**src/rtl/conv_bcd_bin_serie.sv**
```systemverilog
// -----------------------------------------------------------------------------
// conv_bcd_bin_serie
//   Serial packed-BCD to binary converter. It processes one digit per clock,
//   most significant digit first, using acc <= acc*10 + digit. A request of
//   N_DIG digits completes N_DIG cycles after the edge that samples inicio.
//
// Optional feature (macro CONV_BCD_ERR_EN):
//   defined   : a nibble > 9 sets a sticky flag. A flagged result is
//               reported as dato_bin = all ones with error = 1.
//   undefined : nibbles > 9 are weighted like ordinary digits, and error
//               is tied to 0.
//
// Ports
//   clk         : single clock, rising edge.
//   reset       : asynchronous, active-high reset.
//   inicio      : conversion request, sampled only in REPOSO.
//   dato_bcd    : packed BCD operand (MSD in the top nibble), sampled with inicio.
//   dato_bin    : registered binary result, held until the next completion.
//   listo       : one-cycle pulse; dato_bin/error were just updated.
//   ocupado     : high while in CONVIERTE.
//   error       : invalid-digit flag for the held result.
//   estado_dbg  : current FSM state (0 = REPOSO, 1 = CONVIERTE) for observation.
//
// Handshake: a request is accepted on any rising edge where inicio = 1 and the
// block is in REPOSO. That includes the listo cycle, so conversions can run
// back-to-back. inicio is ignored while ocupado = 1. listo marks the single
// cycle in which a new result is valid; there is no back-pressure.
// -----------------------------------------------------------------------------
module conv_bcd_bin_serie #(
   parameter int N_DIG     = 2,
   parameter int ANCHO_BIN = 7
) (
   input  logic                   clk,
   input  logic                   reset,
   input  logic                   inicio,
   input  logic [4*N_DIG-1:0]     dato_bcd,
   output logic [ANCHO_BIN-1:0]   dato_bin,
   output logic                   listo,
   output logic                   ocupado,
   output logic                   error,
   output logic                   estado_dbg
);

   localparam int AW = ANCHO_BIN + 4;
   localparam int CW = (N_DIG > 1) ? $clog2(N_DIG) : 1;

   typedef enum logic {
      REPOSO    = 1'b0,
      CONVIERTE = 1'b1
   } estado_t;

   estado_t              r_estado;
   estado_t              w_estado_sig;
   logic                 w_captura;
   logic                 w_paso;
   logic                 w_fin;

   logic [4*N_DIG-1:0]   r_operando;
   logic [AW-1:0]        r_acc;
   logic [CW-1:0]        r_cnt;
   logic [ANCHO_BIN-1:0] r_dato_bin;
   logic                 r_listo;
   logic [3:0]           w_nib;
   logic [AW-1:0]        w_acc_sig;

   // ---------------------------------------------------------------- FSM ----
   always_ff @(posedge clk or posedge reset) begin
      if (reset) r_estado <= REPOSO;
      else       r_estado <= w_estado_sig;
   end

   always_comb begin
      w_estado_sig = r_estado;
      w_captura    = 1'b0;
      w_paso       = 1'b0;
      w_fin        = 1'b0;
      case (r_estado)
         REPOSO: begin
            if (inicio) begin
               w_captura    = 1'b1;
               w_estado_sig = CONVIERTE;
            end
         end
         CONVIERTE: begin
            w_paso = 1'b1;
            // Counter at 0 means this edge consumes the last nibble.
            if (r_cnt == '0) begin
               w_fin        = 1'b1;
               w_estado_sig = REPOSO;
            end
         end
         default: w_estado_sig = REPOSO;
      endcase
   end

   // ----------------------------------------------------------- datapath ----
   // Selects the nibble addressed by the digit counter in the captured operand.
   always_comb begin
      w_nib = 4'd0;
      for (int k = 0; k < N_DIG; k++) begin
         if (r_cnt == CW'(k)) w_nib = r_operando[4*k +: 4];
      end
   end

   assign w_acc_sig = r_acc * AW'(10) + AW'(w_nib);

`ifdef CONV_BCD_ERR_EN
   logic r_flag;
   logic r_error;
   logic w_flag_sig;

   // The flag is sticky across the digits of one request.
   assign w_flag_sig = r_flag | (w_nib > 4'd9);
   assign error      = r_error;
`else
   assign error      = 1'b0;
`endif

   always_ff @(posedge clk or posedge reset) begin
      if (reset) begin
         r_operando <= '0;
         r_acc      <= '0;
         r_cnt      <= '0;
         r_dato_bin <= '0;
         r_listo    <= 1'b0;
`ifdef CONV_BCD_ERR_EN
         r_flag     <= 1'b0;
         r_error    <= 1'b0;
`endif
      end else begin
         r_listo <= w_fin;
         if (w_captura) begin
            r_operando <= dato_bcd;
            r_acc      <= '0;
            r_cnt      <= CW'(N_DIG - 1);
`ifdef CONV_BCD_ERR_EN
            r_flag     <= 1'b0;
`endif
         end else if (w_paso) begin
            r_acc <= w_acc_sig;
            r_cnt <= w_fin ? '0 : r_cnt - CW'(1);
`ifdef CONV_BCD_ERR_EN
            r_flag <= w_flag_sig;
            if (w_fin) begin
               r_dato_bin <= w_flag_sig ? '1 : w_acc_sig[ANCHO_BIN-1:0];
               r_error    <= w_flag_sig;
            end
`else
            if (w_fin) r_dato_bin <= w_acc_sig[ANCHO_BIN-1:0];
`endif
         end
      end
   end

   assign dato_bin   = r_dato_bin;
   assign listo      = r_listo;
   assign ocupado    = (r_estado == CONVIERTE);
   assign estado_dbg = r_estado;

endmodule
```
**config.mk**
```make
export PLATFORM = sky130hd
export DESIGN_NAME = conv_bcd_bin_serie
export DESIGN_NICKNAME = d
export VERILOG_FILES = /design/src/rtl/conv_bcd_bin_serie.sv
export SDC_FILE = /design/constraint.sdc
export NUM_CORES = 1
export LEC_CHECK = 0
export ABC_AREA = 0
export BUFFER_PORTS_ARGS = -buffer_cell sky130_fd_sc_hd__buf_2
export CORE_MARGIN = 2
export CORE_UTILIZATION = 54
export DETAILED_ROUTE_END_ITERATION = 6
export PLACE_DENSITY = 0.82
export SLEW_MARGIN = 20
export SYNTH_ARGS = -nofsm -noshare
export SYNTH_HDL_FRONTEND = slang
export SYNTH_SLANG_ARGS = --single-unit
```
**constraint.sdc**
```tcl
create_clock -name clk -period 2.9 [get_ports clk]
set_clock_uncertainty 0.15 [all_clocks]
set_input_delay 0 -clock clk [delete_from_list [all_inputs] [get_ports clk]]
set_output_delay 0 -clock clk [all_outputs]
set_load 0.005 [all_outputs]
```
==> metrics.md, run 1 <==
| Metric | Value |
|---|---|
| Post-CTS Repair Setup Buffers | `0` |
| Minimum clock period after layout | `2283 ps` |
| Via count of the first global-routing pass | `821` |
| Cells along the critical path | `mux2_2 -> ha_1 -> fa_1 -> a21oi_1 -> nor2b_1 -> xnor2_1 -> o21ai_0` |
| Run status | `finished, final reports clean` |
| Total leakage power | `0.7235 nW` |
| Average cell area after synthesis | `12.98 µm²` |
| Net count after synthesis | `114` |
| Utilization after layout | `0.6615` |
| Largest fanout on the critical path | `7` |
| Post-detailed-route DRC marker count | `0` |
| Fin. Hold Viols | `0` |
| DRT antenna net count | `0` |
| CTS tree | `yes` |
| Predominant post-synthesis flop cell | `sky130_fd_sc_hd__dfrtp_1` |
| Global-route usage over all layers | `0.1941` |
| Count of input and output buffers | `20` |
| Post-detail-place hpwl | `1.597 mm` |
| Antenna violations before repair | `0` |
| Setup WS pre-CTS | `638.0 ps` |
| Die area | `0.002655 mm²` |
| Final Non-Filler Cells | `150` |
| Count of clock tree sinks | `24` |
| Yosys Warn Count | `0` |
| Share of total power in sequential cells | `0.380` |
| CTS H-Tree Depth | `1` |
| Post-synthesis instance area | `0.001220 mm²` |
| Slowest cell on crit path | `sky130_fd_sc_hd__dfrtp_1` |
| Normalized max-slew margin | `0.4184` |
| Number of iterations in the first detailed-routing pass | `4` |
| Number of rows created at floorplan | `17` |
| Count of flip-flops with a built-in enable after synthesis | `0` |
| Die Y-Extent | `51.53 µm` |
| Via count | `785` |
| Starting Density | `0.5623` |
| Worst setup path class | `reg2reg` |
| Post-Route WL | `2.152 mm` |
| Wire length of the first global-routing pass | `3.663 mm` |
| Synthesis-to-finish area growth | `17.64%` |
| Die width | `51.53 µm` |
| VDD IR-drop max | `0.0006674 V` |
| Dominant cell type by area after synthesis | `sky130_fd_sc_hd__dfrtp_1` |
| Unrepaired setup endpoints after global routing | `no` |
| Number of max-slew violations in the final report | `0` |
| Post-route setup slack | `617.4 ps` |
| Areal power density over the cells | `1163 mW/mm²` |
| Most frequent cell after synthesis | `sky130_fd_sc_hd__dfrtp_1` |
| Routed wirelength normalized by instance count | `14.35 µm` |
| Maximum number of pins on one net before global-route repair | `25` |
| Capturing element type of the critical path | `register` |
| Internal cell power | `0.001039 W` |
| Mean number of vias per cell | `5.233` |
| Share of the synthesized area in the top cell type | `0.4923` |
| Core region area | `0.002170 mm²` |
| Final RePlAce weighted congestion | `0.8302` |
| Share of post-route cells with drive strength above 1 | `0.3443` |
| CTS max path bufs | `2` |
| Total negative slack for setup checks | `0 ps` |
| Number of maximum-capacitance constraint violations | `0` |
| Number of standard cells after synthesis | `94` |
| Most frequent cells after synthesis | `sky130_fd_sc_hd__dfrtp_1 (24), sky130_fd_sc_hd__mux2_4 (9), sky130_fd_sc_hd__o21ai_0 (9)` |
| Switching part of the total | `0.3774` |
| Dominant cells by area after synthesis | `sky130_fd_sc_hd__dfrtp_1 (49%), sky130_fd_sc_hd__mux2_4 (11%), sky130_fd_sc_hd__ha_1 (7.2%)` |
| Worst endpoint required time | `2950 ps` |
| Post-synth cell types | `24` |
| Net load switching power | `0.0006297 W` |
| Remaining global-route overflow | `0` |
| Final number of setup-violating endpoints | `0` |
| FFs w/ async S/R, synth | `1.000` |
| Clock buffers created by TritonCTS | `3` |
| Combinational share of power | `0.535` |
| Ratio of final minimum period to clock period | `0.7871` |
| Clock root buffer | `sky130_fd_sc_hd__clkbuf_4` |
| Max Clk Rate | `438.1 MHz` |
| I/O pin count | `22` |
| Clock group share of total power | `0.085` |
| Total Nets Final | `144` |
| Fin Hold WS | `267.9 ps` |
| Later-pin clock latency in the skew report | `310 ps` |
| Transition time at the pin with the least slew margin | `871.5 ps` |
| Hold crit path type | `in2async` |
| Placed instance count | `137` |
| Slowest stage delay, CP | `520 ps` |
| Clock transition time at the flip-flop clock pins of the worst setup and hold paths | `120 ps` |
| Worst Path Arrival | `2330 ps` |
| Starting DRT DRC Count | `1` |
| Number of flip-flops and latches in the synthesized netlist | `24` |
| Portion of the post-synthesis area used by sequential elements | `0.4923` |
| Startpoint kind of the worst setup timing path | `register` |
| Ant diodes | `0` |
worst max-delay path: cells and delay by family (launching register included):
family	cells	cell delay, ps
adder cells (fa/ha/maj)	2	620
flip-flops	1	520
multiplexers	1	380
AO/OA/AOI/OAI	2	270
XOR/XNOR	1	160
AND/OR/NAND/NOR	1	70
worst paths after layout:
check | startpoint | endpoint | slack, ps | cells past startpoint
hold / removal | reset | r_operando[2] | 270 | 3
setup reg to reg | r_cnt | dato_bin[5] | 620 | 7
min in group clk | dato_bcd[4] | r_operando[4] | 290 | 3
setup / recovery | r_cnt | dato_bin[5] | 620 | 7
hold reg to reg | dato_bin[6] | dato_bin[6] | 350 | 2
max in group asynchronous | reset | dato_bin[4] | 1800 | 3
stage by stage:
step	total power, W	instance area, µm²
after detailed placement	0.001527	1313
after global routing	0.001824	1435
after CTS	0.001686	1435
final	0.001669	1435
after global placement	0.001468	1313
after floorplan	0.001318	1220
per-layer routing:
metal / track usage / share of wire
met5: 0 / 0
met4: 0.06579 / 0.023
met3: 0.03448 / 0.035
met2: 0.3376 / 0.53
met1: 0.2442 / 0.41
cell usage in the layout, fill, tap and decap left out, types with 2 or more instances in the layout:
master,n
sky130_fd_sc_hd__nor2_1,3
sky130_fd_sc_hd__dlygate4sd3_1,10
sky130_fd_sc_hd__clkbuf_4,3
sky130_fd_sc_hd__a21oi_1,2
sky130_fd_sc_hd__nand2_1,8
sky130_fd_sc_hd__fa_1,2
sky130_fd_sc_hd__xnor2_1,6
sky130_fd_sc_hd__buf_2,20
sky130_fd_sc_hd__mux2_4,9
sky130_fd_sc_hd__a22o_2,2
sky130_fd_sc_hd__dfrtp_1,24
sky130_fd_sc_hd__o21ai_0,9
sky130_fd_sc_hd__ha_1,7
sky130_fd_sc_hd__inv_1,3
sky130_fd_sc_hd__mux2_2,5
sequential cells by signal, indices dropped and copies added (netlist names):
signal,flops
r_operando,8
estado_dbg,1
r_acc,6
listo,1
r_cnt,1
dato_bin,7
cell type report:
class	count	area (µm²)
multi-input combinational	62	565.5
sequential	24	600.6
tap	28	35.03
inverter	3	11.26
fill	180	734.5
clock buffer	3	22.52
timing repair buffer	30	200.2
power groups by stage:
stage	logic [W]	clock network, W	registers, W
floorplan	0.000715	0	0.000604
CTS	0.000903	0.000147	0.000637
finish	0.000892	0.000142	0.000634
global placement	0.000839	0	0.000628
global route	0.000999	0.000165	0.000660
detailed placement	0.000883	0	0.000644
cells by family (layout without fill, tap and decap cells):
| group | Yosys count | in the layout | share of synthesized area |
|---|---|---|---|
| flops | 24 | 24 | 0.4923 |
| compound gates | 16 | 16 | 0.08308 |
| mux | 15 | 15 | 0.1651 |
| simple gates | 14 | 14 | 0.05744 |
| fa+ha+maj | 9 | 9 | 0.1046 |
| buf+inv | 8 | 36 | 0.04409 |
| xor+xnor | 7 | 7 | 0.05026 |
| other cells | 1 | 1 | 0.003074 |
timing repair:
item                                    in CTS  in global routing
hold endpoints to repair                    37                  0
resized for setup                            0                  0
hold buffers                                10                  0
endpoints found under the setup margin       0                  0
Power figures use the tool's default switching activity.
==> run 2, diff against run 1 <==
- clock period: 2.9 -> 2.1 ns (I/O delays scaled with it)
==> metrics.md, run 2 (synthesis gave the netlist of run 1 again) <==
| Metric | Value |
|---|---|
| Run status | `finished with violations` |
| Failing checks | `setup timing` |
| Total leakage power | `0.7893 nW` |
| Core region area | `0.002170 mm²` |
| Final number of setup-violating endpoints | `3` |
| Share of total power in sequential cells | `0.321` |
| Cells along the critical path | `ha_1 -> ha_2 -> fa_1 -> o211a_1 -> o21ai_2 -> xnor2_1 -> o21ai_1` |
| Count of clock tree sinks | `24` |
| Maximum number of pins on one net before global-route repair | `25` |
| Starting Density | `0.5623` |
| Post-Route WL | `2.298 mm` |
| Final RePlAce weighted congestion | `0.8121` |
| Start point of the critical path | `r_acc[3]` |
| Leading cell type in the layout, fill and taps excluded | `sky130_fd_sc_hd__dfrtp_1` |
| Final instance area | `0.001556 mm²` |
| DRT antenna net count | `0` |
| Slowest stage delay, CP | `560 ps` |
| Ratio of final minimum period to clock period | `1.026` |
| CTS tree | `yes` |
| Register with the most flip-flops | `r_operando` |
| Most frequent cells in the layout | `sky130_fd_sc_hd__dfrtp_1 (24), sky130_fd_sc_hd__buf_2 (20), sky130_fd_sc_hd__buf_4 (11)` |
| Via count of the first global-routing pass | `879` |
| Worst endpoint required time | `2170 ps` |
| Combinational share of power | `0.550` |
| Worst Reg2Reg Path Length in Cells | `7` |
| Clock root buffer | `sky130_fd_sc_hd__clkbuf_4` |
| Wire length of the first global-routing pass | `3.857 mm` |
| Slowest cell on crit path | `sky130_fd_sc_hd__fa_1` |
| Post-detail-place hpwl | `1.640 mm` |
| Number of max-slew violations in the final report | `0` |
| Die Y-Extent | `51.53 µm` |
| Number of maximum-capacitance constraint violations | `0` |
| Worst Path Arrival | `2230 ps` |
| VDD IR-drop max | `0.001029 V` |
| Switching part of the total | `0.3546` |
| Timing endpoint of the critical path | `dato_bin[6]` |
| Clock buffers created by TritonCTS | `3` |
| CTS max path bufs | `2` |
| WP depth | `7` |
| Net load switching power | `0.0009343 W` |
| Via count | `845` |
| Post-DP Area | `0.001375 mm²` |
| I/O pin count | `22` |
| Clock transition time at the flip-flop clock pins of the worst setup and hold paths | `140 ps` |
| Max Clk Rate | `464.1 MHz` |
| Unrepaired setup endpoints after global routing | `yes` |
| Antenna violations before repair | `0` |
| Share of post-route cells with drive strength above 1 | `0.4254` |
| Fin Hold WS | `234.4 ps` |
| Worst setup path class | `reg2reg` |
| Buffer and inverter count on the worst path | `0` |
| Number of rows created at floorplan | `17` |
| Global-route usage over all layers | `0.2034` |
| Remaining global-route overflow | `0` |
| Max reg flops | `8` |
| Cell family with the largest share of critical-path delay | `adder cells` |
| Clock group share of total power | `0.128` |
| Endpoint of the lowest-slack register-to-register path | `dato_bin[6]` |
| Hold crit path type | `in2async` |
| Total Nets Final | `155` |
| Later-pin clock latency in the skew report | `330 ps` |
| Largest fanout on the critical path | `2` |
| Count of input and output buffers | `20` |
| CTS H-Tree Depth | `1` |
| Crit Reg-Reg Startpoint | `r_acc[3]` |
| Post-detailed-route DRC marker count | `0` |
| Startpoint kind of the worst setup timing path | `register` |
| Fin. Hold Viols | `0` |
| Routed wirelength normalized by instance count | `14.19 µm` |
| Synthesis-to-finish area growth | `27.59%` |
| Die area | `0.002655 mm²` |
| Internal cell power | `0.001700 W` |
| R2R Setup Slk | `-50 ps` |
| Post-route setup slack | `-54.67 ps` |
| Number of iterations in the first detailed-routing pass | `4` |
| Areal power density over the cells | `1693 mW/mm²` |
| Total chip power | `0.002635 W` |
| Normalized max-slew margin | `0.4285` |
| Utilization after layout | `0.7174` |
| Total negative slack for setup checks | `-144.4 ps` |
| Mean number of vias per cell | `5.216` |
| Ant diodes | `0` |
| Minimum clock period after layout | `2155 ps` |
| Transition time at the pin with the least slew margin | `856.3 ps` |
| Die width | `51.53 µm` |
| Capturing element type of the critical path | `register` |
| Starting DRT DRC Count | `9` |
-- run 2: area by class of cell --
cell class | count | area (µm²)
Fill cell | 144 | 613.1
Timing Repair Buffer | 41 | 282.8
Tap cell | 28 | 35.03
Clock inverter | 1 | 30.03
Sequential cell | 24 | 600.6
Inverter | 3 | 11.26
Multi-Input combinational cell | 62 | 574.3
Clock buffer | 3 | 22.52
-- run 2: metrics by stage --
step           std cells  setup WS (ps)
6_report             162         -54.67
5_1_grt              162         -123.9
4_1_cts              161         -40.27
2_1_floorplan         94          5.063
3_5_place_dp         145         -116.4
3_3_place_gp         145         -56.66
-- run 2: how the worst min path moves through the flow --
stage                      startpoint             to  slack, ps  cells after the start
after detailed placement        reset  r_operando[4]         70                      2
after CTS                       reset       r_acc[0]        260                      3
after global placement          reset  r_operando[3]         60                      2
after floorplan                 reset    dato_bin[0]       -140                      1
final                           reset          r_cnt        230                      3
after global routing      dato_bcd[3]  r_operando[3]        260                      3
-- run 2: routing by layer --
metal | up-vias | GRT usage | part of all wire
met5 | - | 0 | 0
met1 | 406 | 0.2360 | 0.39
met3 | 13 | 0.03736 | 0.046
met2 | 28 | 0.3440 | 0.51
li1 | 398 | - | -
met4 | 0 | 0.1316 | 0.047
-- run 2: worst register-to-register path: stages (launching register included) --
cell and delay (ps):
sky130_fd_sc_hd__dfrtp_1 410, sky130_fd_sc_hd__ha_1 300, sky130_fd_sc_hd__ha_2 180, sky130_fd_sc_hd__fa_1 560
sky130_fd_sc_hd__o211a_1 170, sky130_fd_sc_hd__o21ai_2 70, sky130_fd_sc_hd__xnor2_1 150, sky130_fd_sc_hd__o21ai_1 70
-- run 2: power groups by stage --
stage | registers [W] | logic (W) | clock network [W]
after CTS | 0.000847 | 0.00143 | 0.000339
after detailed placement | 0.000862 | 0.00136 | 0
after global routing | 0.000877 | 0.00160 | 0.000362
after global placement | 0.000843 | 0.00131 | 0
final | 0.000847 | 0.00145 | 0.000338
after floorplan | 0.000834 | 0.000990 | 0
-- run 2: timing repair --
action                                 in CTS  in global routing
endpoints found under the hold margin      39                  0
buffers inserted                            2                  1
hold buffers                               10                  0
gates resized for setup                     4                  0
setup endpoints to repair                   5                  7
pin swaps                                   6                  5
